===== config.mk =====
export PLATFORM = sky130hd
export DESIGN_NAME = prach_ditfft3_bf2_p
export DESIGN_NICKNAME = d
export VERILOG_FILES = /design/src/rtl/prach_pkg.sv /design/src/rtl/delay.sv /design/src/rtl/prach_ditfft3_bf2_p.sv
export SDC_FILE = /design/constraint.sdc
export NUM_CORES = 2
export LEC_CHECK = 0
export CELL_PAD_IN_SITES_DETAIL_PLACEMENT = 0
export CELL_PAD_IN_SITES_GLOBAL_PLACEMENT = 2
export CORE_ASPECT_RATIO = 1.5
export CORE_MARGIN = 1
export CORE_UTILIZATION = 44
export CTS_BUF_LIST = sky130_fd_sc_hd__clkbuf_4 sky130_fd_sc_hd__clkbuf_8
export DETAILED_ROUTE_END_ITERATION = 6
export PLACE_DENSITY = 0.81
export SLEW_MARGIN = 20
export SYNTH_ARGS = -nofsm -noshare
export SYNTH_HDL_FRONTEND = slang
export SYNTH_SLANG_ARGS = --single-unit

===== constraint.sdc =====
create_clock -name clk -period 5 [get_ports clk]
set_input_delay 1.5 -clock clk [delete_from_list [all_inputs] [get_ports clk]]
set_output_delay 1.5 -clock clk [all_outputs]
set_load 0.02 [all_outputs]

===== src/rtl/prach_pkg.sv =====
// Shared PRACH definitions: triple phase encoding and the cos(pi/6) coefficient.
package prach_pkg;

  typedef enum logic [1:0] {
    PH_X0 = 2'd0,
    PH_X1 = 2'd1,
    PH_X2 = 2'd2
  } phase_e;

  // round(cos(pi/6) * 2^(cw-2)) = round(sqrt(3 * 4^(cw-3))), by integer square root
  function automatic int cos_pi6(input int cw);
    longint n, r, t;
    n = longint'(3) << (2 * (cw - 3));
    r = 0;
    for (int b = 30; b >= 0; b--) begin
      t = r | (longint'(1) << b);
      if (t * t <= n) r = t;
    end
    if (n > r * r + r) r = r + 1;
    return int'(r);
  endfunction

endpackage


===== src/rtl/delay.sv =====
// Fixed-depth register delay line, cleared by reset.
module delay #(
  parameter int W     = 1,
  parameter int DEPTH = 1
) (
  input  logic         clk,
  input  logic         rst_n,
  input  logic [W-1:0] d,
  output logic [W-1:0] q
);

  logic [DEPTH-1:0][W-1:0] pipe_q, pipe_d;

  always_comb begin
    pipe_d    = pipe_q;
    pipe_d[0] = d;
    for (int i = 1; i < DEPTH; i++) pipe_d[i] = pipe_q[i-1];
  end

  always_ff @(posedge clk or negedge rst_n) begin
    if (!rst_n) pipe_q <= '0;
    else        pipe_q <= pipe_d;
  end

  assign q = pipe_q[DEPTH-1];

endmodule


===== src/rtl/prach_ditfft3_bf2_p.sv =====
// Radix-3 DIT butterfly (partial): streams y0, y1 and the j*c*x2 term, 5-cycle latency.
// Define PRACH_BF3_ROUND_EN for round-half-up; otherwise results are truncated.
module prach_ditfft3_bf2_p
  import prach_pkg::*;
#(
  parameter int DW = 18,
  parameter int CW = 18
) (
  input  logic          clk,
  input  logic          rst_n,
  input  logic [DW-1:0] din_dr,
  input  logic [DW-1:0] din_di,
  input  logic          din_dv,
  input  logic          sync_in,
  input  logic          inv,
  output logic [DW-1:0] dout_dr,
  output logic [DW-1:0] dout_di,
  output logic          dout_dv,
  output logic          sync_out,
  output logic          ovf,
  output logic          sync_err
);

  localparam int C  = cos_pi6(CW);
  localparam int PW = DW + CW;
  localparam int EW = DW + 2;
  localparam int LW = 2 * DW + 4;

  localparam logic signed [CW-1:0] CP   = CW'(C);
  localparam logic signed [CW-1:0] CN   = CW'(-C);
  localparam logic signed [EW-1:0] ONE  = EW'(1);
  localparam logic signed [EW-1:0] ZERO = EW'(0);
  localparam logic signed [EW-1:0] MAXE = EW'((2 ** (DW - 1)) - 1);
  localparam logic signed [EW-1:0] MINE = EW'(-(2 ** (DW - 1)));
`ifdef PRACH_BF3_ROUND_EN
  localparam logic signed [PW-1:0] RND  = PW'(2 ** (CW - 3));
`endif

  function automatic logic signed [EW-1:0] half(input logic signed [DW-1:0] x);
    logic signed [EW-1:0] e;
    e = EW'(x);
`ifdef PRACH_BF3_ROUND_EN
    return (e + ONE) >>> 1;
`else
    // bias negatives by one so the shift truncates toward zero
    return (e + (e[EW-1] ? ONE : ZERO)) >>> 1;
`endif
  endfunction

  // {overflow, clipped value}
  function automatic logic [DW:0] sat(input logic signed [EW-1:0] v);
    if (v > MAXE)      return {1'b1, MAXE[DW-1:0]};
    else if (v < MINE) return {1'b1, MINE[DW-1:0]};
    else               return {1'b0, v[DW-1:0]};
  endfunction

  function automatic logic [DW-1:0] cmul(input logic signed [CW-1:0] k,
                                         input logic signed [DW-1:0] x);
    logic signed [PW-1:0] p;
    p = PW'(k) * PW'(x);
`ifdef PRACH_BF3_ROUND_EN
    p = p + RND;
`endif
    return p[PW-3:CW-2];
  endfunction

  phase_e phase_q, phase_d, bp;
  logic signed [DW-1:0] x0r_q, x0r_d, x0i_q, x0i_d, x1r_q, x1r_d, x1i_q, x1i_d;
  logic [DW-1:0] pend_r_q, pend_r_d, pend_i_q, pend_i_d;
  logic [DW-1:0] res_r, res_i;
  logic          res_ov, serr;
  logic [DW:0]   y0r_s, y0i_s, y1r_s, y1i_s;
  logic [DW-1:0] y2r, y2i;
  logic [LW-1:0] dl_in, dl_out;

  assign y0r_s = sat(EW'(x0r_q) + EW'($signed(din_dr)));
  assign y0i_s = sat(EW'(x0i_q) + EW'($signed(din_di)));
  assign y1r_s = sat(EW'(x0r_q) - half(x1r_q));
  assign y1i_s = sat(EW'(x0i_q) - half(x1i_q));
  // inv=0: y2 = j*c*x2, inv=1: y2 = -j*c*x2; sign folded into the coefficient
  assign y2r   = cmul(inv ? CP : CN, $signed(din_di));
  assign y2i   = cmul(inv ? CN : CP, $signed(din_dr));

  always_comb begin
    bp       = sync_in ? PH_X0 : phase_q;
    serr     = din_dv & sync_in & (phase_q != PH_X0);
    phase_d  = phase_q;
    x0r_d    = x0r_q;
    x0i_d    = x0i_q;
    x1r_d    = x1r_q;
    x1i_d    = x1i_q;
    pend_r_d = pend_r_q;
    pend_i_d = pend_i_q;
    res_r    = pend_r_q;
    res_i    = pend_i_q;
    res_ov   = 1'b0;
    case (bp)
      PH_X0: begin
        if (din_dv) begin
          phase_d = PH_X1;
          x0r_d   = $signed(din_dr);
          x0i_d   = $signed(din_di);
        end
      end
      PH_X1: begin
        res_r  = y0r_s[DW-1:0];
        res_i  = y0i_s[DW-1:0];
        res_ov = y0r_s[DW] | y0i_s[DW];
        if (din_dv) begin
          phase_d = PH_X2;
          x1r_d   = $signed(din_dr);
          x1i_d   = $signed(din_di);
        end
      end
      default: begin
        res_r  = y1r_s[DW-1:0];
        res_i  = y1i_s[DW-1:0];
        res_ov = y1r_s[DW] | y1i_s[DW];
        if (din_dv) begin
          phase_d  = PH_X0;
          pend_r_d = y2r;
          pend_i_d = y2i;
        end
      end
    endcase
  end

  always_ff @(posedge clk or negedge rst_n) begin
    if (!rst_n) begin
      phase_q  <= PH_X0;
      x0r_q    <= '0;
      x0i_q    <= '0;
      x1r_q    <= '0;
      x1i_q    <= '0;
      pend_r_q <= '0;
      pend_i_q <= '0;
    end else begin
      phase_q  <= phase_d;
      x0r_q    <= x0r_d;
      x0i_q    <= x0i_d;
      x1r_q    <= x1r_d;
      x1i_q    <= x1i_d;
      pend_r_q <= pend_r_d;
      pend_i_q <= pend_i_d;
    end
  end

  // four delay stages plus the output register give the 5-cycle alignment
  assign dl_in = {din_dv, sync_in, serr, res_ov & din_dv, res_r, res_i};

  delay #(.W(LW), .DEPTH(4)) u_dly (
    .clk   (clk),
    .rst_n (rst_n),
    .d     (dl_in),
    .q     (dl_out)
  );

  logic          dv_q, dv_d, so_q, so_d, ovf_q, ovf_d, se_q, se_d;
  logic [DW-1:0] dr_q, dr_d, di_q, di_d;

  always_comb begin
    dv_d  = dl_out[LW-1];
    so_d  = dl_out[LW-2];
    se_d  = dl_out[LW-1] & dl_out[LW-3];
    ovf_d = dl_out[LW-1] & dl_out[LW-4];
    dr_d  = dr_q;
    di_d  = di_q;
    if (dl_out[LW-1]) begin
      dr_d = dl_out[2*DW-1:DW];
      di_d = dl_out[DW-1:0];
    end
  end

  always_ff @(posedge clk or negedge rst_n) begin
    if (!rst_n) begin
      dv_q  <= 1'b0;
      so_q  <= 1'b0;
      se_q  <= 1'b0;
      ovf_q <= 1'b0;
      dr_q  <= '0;
      di_q  <= '0;
    end else begin
      dv_q  <= dv_d;
      so_q  <= so_d;
      se_q  <= se_d;
      ovf_q <= ovf_d;
      dr_q  <= dr_d;
      di_q  <= di_d;
    end
  end

  assign dout_dv  = dv_q;
  assign sync_out = so_q;
  assign sync_err = se_q;
  assign ovf      = ovf_q;
  assign dout_dr  = dr_q;
  assign dout_di  = di_q;

endmodule


* Word-level counts from Yosys, hierarchy flattened
Index checks and enable logic that the tools add are counted.
** Cells by class
- Add/sub/neg operators :: 6
- $mul :: 2
- Order comparisons :: 8
- Equal/unequal tests :: 1
- Multiplexer cells :: 20
- Bitwise logic cells :: 8
- Reduce and logical (&&, ||, !) cells :: 6
** Operators by type and width (count)
- two-way mux 19 bit :: 8
- greater-than comparator 19 x 18 -> 1 bit (second input constant) :: 4
- < comparator 19 x 18 -> 1 bit (second input constant) :: 4
- case mux 18 bit (2 select lines) :: 2
- multiplier 18 x 18 -> 34 bit :: 2
- adder 18 x 18 -> 19 bit :: 2
- adder 18 x 2 -> 19 bit :: 2
- subtractor 18 x 18 -> 19 bit :: 2
- two-way mux 18 bit :: 2
- two-way mux 2 bit :: 4
- AND reduction 2 bit :: 3
- AND 1 bit :: 5
- case mux 2 bit (2 select lines) :: 1
- == test 2 x 1 -> 1 bit (second input constant) :: 1
- logical NOT 2 bit :: 1
- two-way mux 1 bit :: 2
- bitwise OR 1 bit :: 2
- case mux 1 bit (2 select lines) :: 1
- nonzero test 2 bit :: 1
- OR reduction 2 bit :: 1
- inverter 1 bit :: 1
** Word-level totals
- Register bits :: 310
- Input port bits :: 41
- Output and inout bits :: 40
- Word-level logic and storage cells :: 68

* Depth between registers and ports, before layout
- Word-level depth :: 9
- Gate-level depth with buffers :: 27

* Cells and area by module
From an unflattened synthesis, not the netlist that was laid out.
** Second synthesis, totals
- Cell total of the unflattened synthesis :: 2728
- Area, all modules :: 29189.2 sq um
** Modules (own cells, without submodules)
- prach_ditfft3_bf2_p :: times used 1, cells an instance 2568, area each 25185.4 sq um, seq. area each 3753.6 sq um
- delay :: times used 1, cells an instance 160, area each 4003.8 sq um, seq. area each 4003.8 sq um

* Worst setup path after synthesis
No wires, ideal clock.
- Path type :: in2reg
- Start :: input port inv
- End :: register pend_r_q[16]
- Library setup time :: 0.130 ns
- Arrival :: 7.941 ns
- Required time :: 4.870 ns
- Setup slack :: -3.071 ns
- Stages :: 23
- Path through :: clkbuf_1 clkbuf_1 nor2b_1 fa_1 inv_1 fa_1 inv_1 fa_1 fa_1 fa_1 inv_1 fa_1 inv_1 ha_1 a21o_1 a21oi_1 inv_1 a22o_1 a21o_1 o41a_1 a311oi_1 xor2_1 o21ai_1
** Between the ends
- Cells in the longest elaborated chain, start to end :: 2
** RTL lines
- start, declared :: RTL line prach_ditfft3_bf2_p.sv:15 : input logic inv,
- two-way mux 18 bit :: RTL line prach_ditfft3_bf2_p.sv:81 : assign y2r = cmul(inv ? CP : CN, $signed(din_di));
- multiplier 18 x 18 -> 34 bit :: RTL line prach_ditfft3_bf2_p.sv:60 : p = PW'(k) * PW'(x);
- end signal, assigned :: RTL line prach_ditfft3_bf2_p.sv:143 : pend_r_q <= pend_r_d;
- end, declared :: RTL line prach_ditfft3_bf2_p.sv:69 : logic [DW-1:0] pend_r_q, pend_r_d, pend_i_q, pend_i_d;
No other way between the ends.
A chain may end at the register's enable or synchronous reset.

* Worst setup path in the final report
Ends and elaborated chain as after synthesis.

==> impl_metrics.ini <==
[run_status]
status = finished, violations left
violations = DRC, setup timing

[global_routing]
antenna_found_initial = 0
grt_pass1_vias = 23460
grt_pass1_wl_mm = 128.7
grt_max_degree = 99
track_usage = 0.2533
grt-ovfl-total = 0

[synth]
ys_seq_area_frac = 0.2658
async_flop_share = 1.000
yosysUniqueCellTypes = 77
ys.flop_type = dfrtp_1
synth_area_per_cell_sq_um = 10.73
netlist_instances = 2721
yosysWarnings = 0
synth_edf_count = 0
ys_seq_elements = 310
netlist_area_sq_um = 29180

[worst_setup_path]
r2r_slack_ns = 0.46
critPathKind = primary input to register
cp-end-kind = register
worst_ep_arrival_time_ns = 7.50
crit_fanout = 8
cp-start-kind = primary input
crit_required_ns = 5.44

[floorplan]
rows = 115
core_area_sq_um = 65610
io_pins = 81
initial_core_util = 0.4448
die_w_um = 212.3
dieArea_sq_um = 67380
fp.dieH_um = 317.4

[sta]
finalCriticalPeriod_ns = 7.061
skew_ns = 0.03187
hold_viol = 0
rsz0062_at_grt = true
period_share = 1.412
finalMaxSlewViolations = 0
tightest_slew_ns = 0.7782
setup_viol = 36
timing.fmax_mhz = 141.6
fin_hold_ws_ns = 0.3353
fin_ws_ns = -2.061
maxSlewHeadroom = 0.4812

[finish]
area_delta_synth_final_pct = 26.14
utilization = 0.5610
antennaDiodeCount = 0
drive_gt1_frac = 0.2800
fin_nets = 3971

[flow_run]
cap_violations = 0

[cts]
cts_root_buf = clkbuf_8
clk_pin_slew_ns = 0.06
clock-sinks = 310
clock_latency_ns = 0.60
hold_buffers = 0
cts_max_level = 2
cts_tree = yes
cts_buffers = 50
cts_buffer_depth = 3

[routing]
vias = 20420
via_per_inst = 4.914
drt_iter0_markers = 752
drtAntennaViolNets = 0
drt_wl_total_mm = 80.75
drc = 4
wire_per_inst_um = 19.43
dr.pass1.iters = 7

[hold_path]
hold_path_class = register to register

[place]
routabilityCongestion = 0.9678
dp_hpwl_mm = 69.21
place_worst_setup_slack_ns = -2.989
numPortBuffers = 80
-- path summary, 6_finish.rpt --
| check | startpoint | cells past startpoint | endpoint |
|---|---|---|---|
| max | inv | 25 | pend_r_q[16]$_DFFE_PN0P_ |
| min | u_dly.pipe_d[142]$_DFF_PN0_ | 0 | u_dly.q[22]$_DFF_PN0_ |
| max reg2reg | x1i_q[17]$_DFFE_PN0P_ | 17 | u_dly.pipe_d[46]$_DFF_PN0_ |
| min reg2reg | u_dly.pipe_d[142]$_DFF_PN0_ | 0 | u_dly.q[22]$_DFF_PN0_ |
| max in group asynchronous | rst_n | 2 | dout_di[8]$_DFFE_PN0P_ |
| min in group asynchronous | rst_n | 1 | x1i_q[0]$_DFFE_PN0P_ |
-- layer usage --
layer / wire length, um / part of all wire / track usage / vias to the layer above
li1: - / - / - / 9647
met1: 28920 / 0.36 / 0.2682 / 10330
met2: 45320 / 0.56 / 0.4921 / 291
met3: 1732 / 0.021 / 0.02054 / 158
met4: 4786 / 0.059 / 0.1252 / 0
met5: 0 / 0 / 0 / -
-- synth_stat cells, drive strengths merged, types with 16 or more instances --
cell	count	area [sq um]
a21o	32	240.2
a21oi	72	360.4
a22oi	16	125.1
and2	30	187.7
and3	21	131.4
clkbuf	54	202.7
dfrtp	310	7757
fa	424	8488
ha	266	3328
inv	624	2342
mux2	104	1171
nand2	141	529.3
nand2b	31	193.9
nand3	38	190.2
nor2	67	251.5
nor2b	38	237.7
o211ai	18	135.1
o21a	26	195.2
o21ai	90	454.2
or2	18	112.6
xnor2	89	787.0
xor2	54	480.5
-- through the flow --
| stage | instance area (sq um) | std cells | TNS [ns] |
|---|---|---|---|
| floorplan | 29820 | 2722 | -63.56 |
| global placement | 34470 | 4025 | -92.71 |
| detailed placement | 34470 | 4025 | -94.95 |
| CTS | 36400 | 4143 | -61.17 |
| global route | 36810 | 4156 | -67.35 |
| finish | 36810 | 4156 | -60.98 |
-- placed cells by master (no fill, tap or decap), types with 32 or more instances in the layout --
cell type / n
nand3_1: 36
inv_1: 578
dfrtp_1: 310
inv_2: 41
a21o_1: 32
buf_4: 418
fa_1: 389
mux2_2: 104
clkbuf_8: 65
xnor2_1: 79
clkdlybuf4s50_1: 51
o21ai_0: 54
a21oi_1: 57
ha_4: 34
nor2_1: 65
nand2_1: 129
xor2_1: 46
ha_1: 223
fa_2: 35
-- cell type report --
class | count | area [sq um]
fillers | 5840 | 28800
multi-input cells | 1724 | 20060
flip-flops and latches | 310 | 7757
repair buffers | 530 | 4438
inverters | 624 | 2361
well taps | 877 | 1097
clock buffers | 78 | 992.2
clock inverters | 13 | 110.1
-- flip-flops by register name, indices dropped and copies added (netlist names) --
signal / cells
dout_di: 18
dout_dr: 18
dout_dv: 1
ovf: 1
pend_i_q: 18
pend_r_q: 18
phase_q: 2
sync_err: 1
sync_out: 1
u_dly.pipe_d: 120
u_dly.q: 40
x0i_q: 18
x0r_q: 18
x1i_q: 18
x1r_q: 18
-- logic make-up (layout without fill, tap and decap cells) --
| logic type | after synthesis | in the layout | synth area share |
|---|---|---|---|
| flops | 310 | 310 | 0.2658 |
| other cells | 1 | 2 | 0.0001285 |
| buf+inv | 688 | 1245 | 0.08901 |
| xor+xnor | 143 | 143 | 0.04343 |
| compound gates | 357 | 357 | 0.08391 |
| simple gates | 426 | 426 | 0.07199 |
| mux | 106 | 106 | 0.04082 |
| fa+ha+maj | 690 | 690 | 0.4049 |
-- critical path: stages --
cell	delay, ns
buf_12	0.12
buf_12	0.16
buf_8	0.13
and2_4	0.15
fa_1	0.56
inv_2	0.06
buf_6	0.11
fa_2	0.34
fa_1	0.52
fa_1	0.58
inv_2	0.04
fa_1	0.50
inv_2	0.04
fa_1	0.49
inv_2	0.05
ha_4	0.24
a21oi_4	0.15
o21ai_2	0.09
a221o_1	0.39
a22o_1	0.19
a21o_1	0.17
o41a_1	0.39
a311oi_2	0.26
xor2_1	0.17
o21ai_1	0.07
-- timing repair --
item,4_1_cts,5_1_grt
setup endpoints to repair,36,37
setup buffers,27,14
gates cloned,2,1
pin swaps,102,59
gates resized for setup,165,78
Power is left out: the tool's default activity adds up to more than one toggle a clock period on the data nets, which glitch-free logic cannot reach.
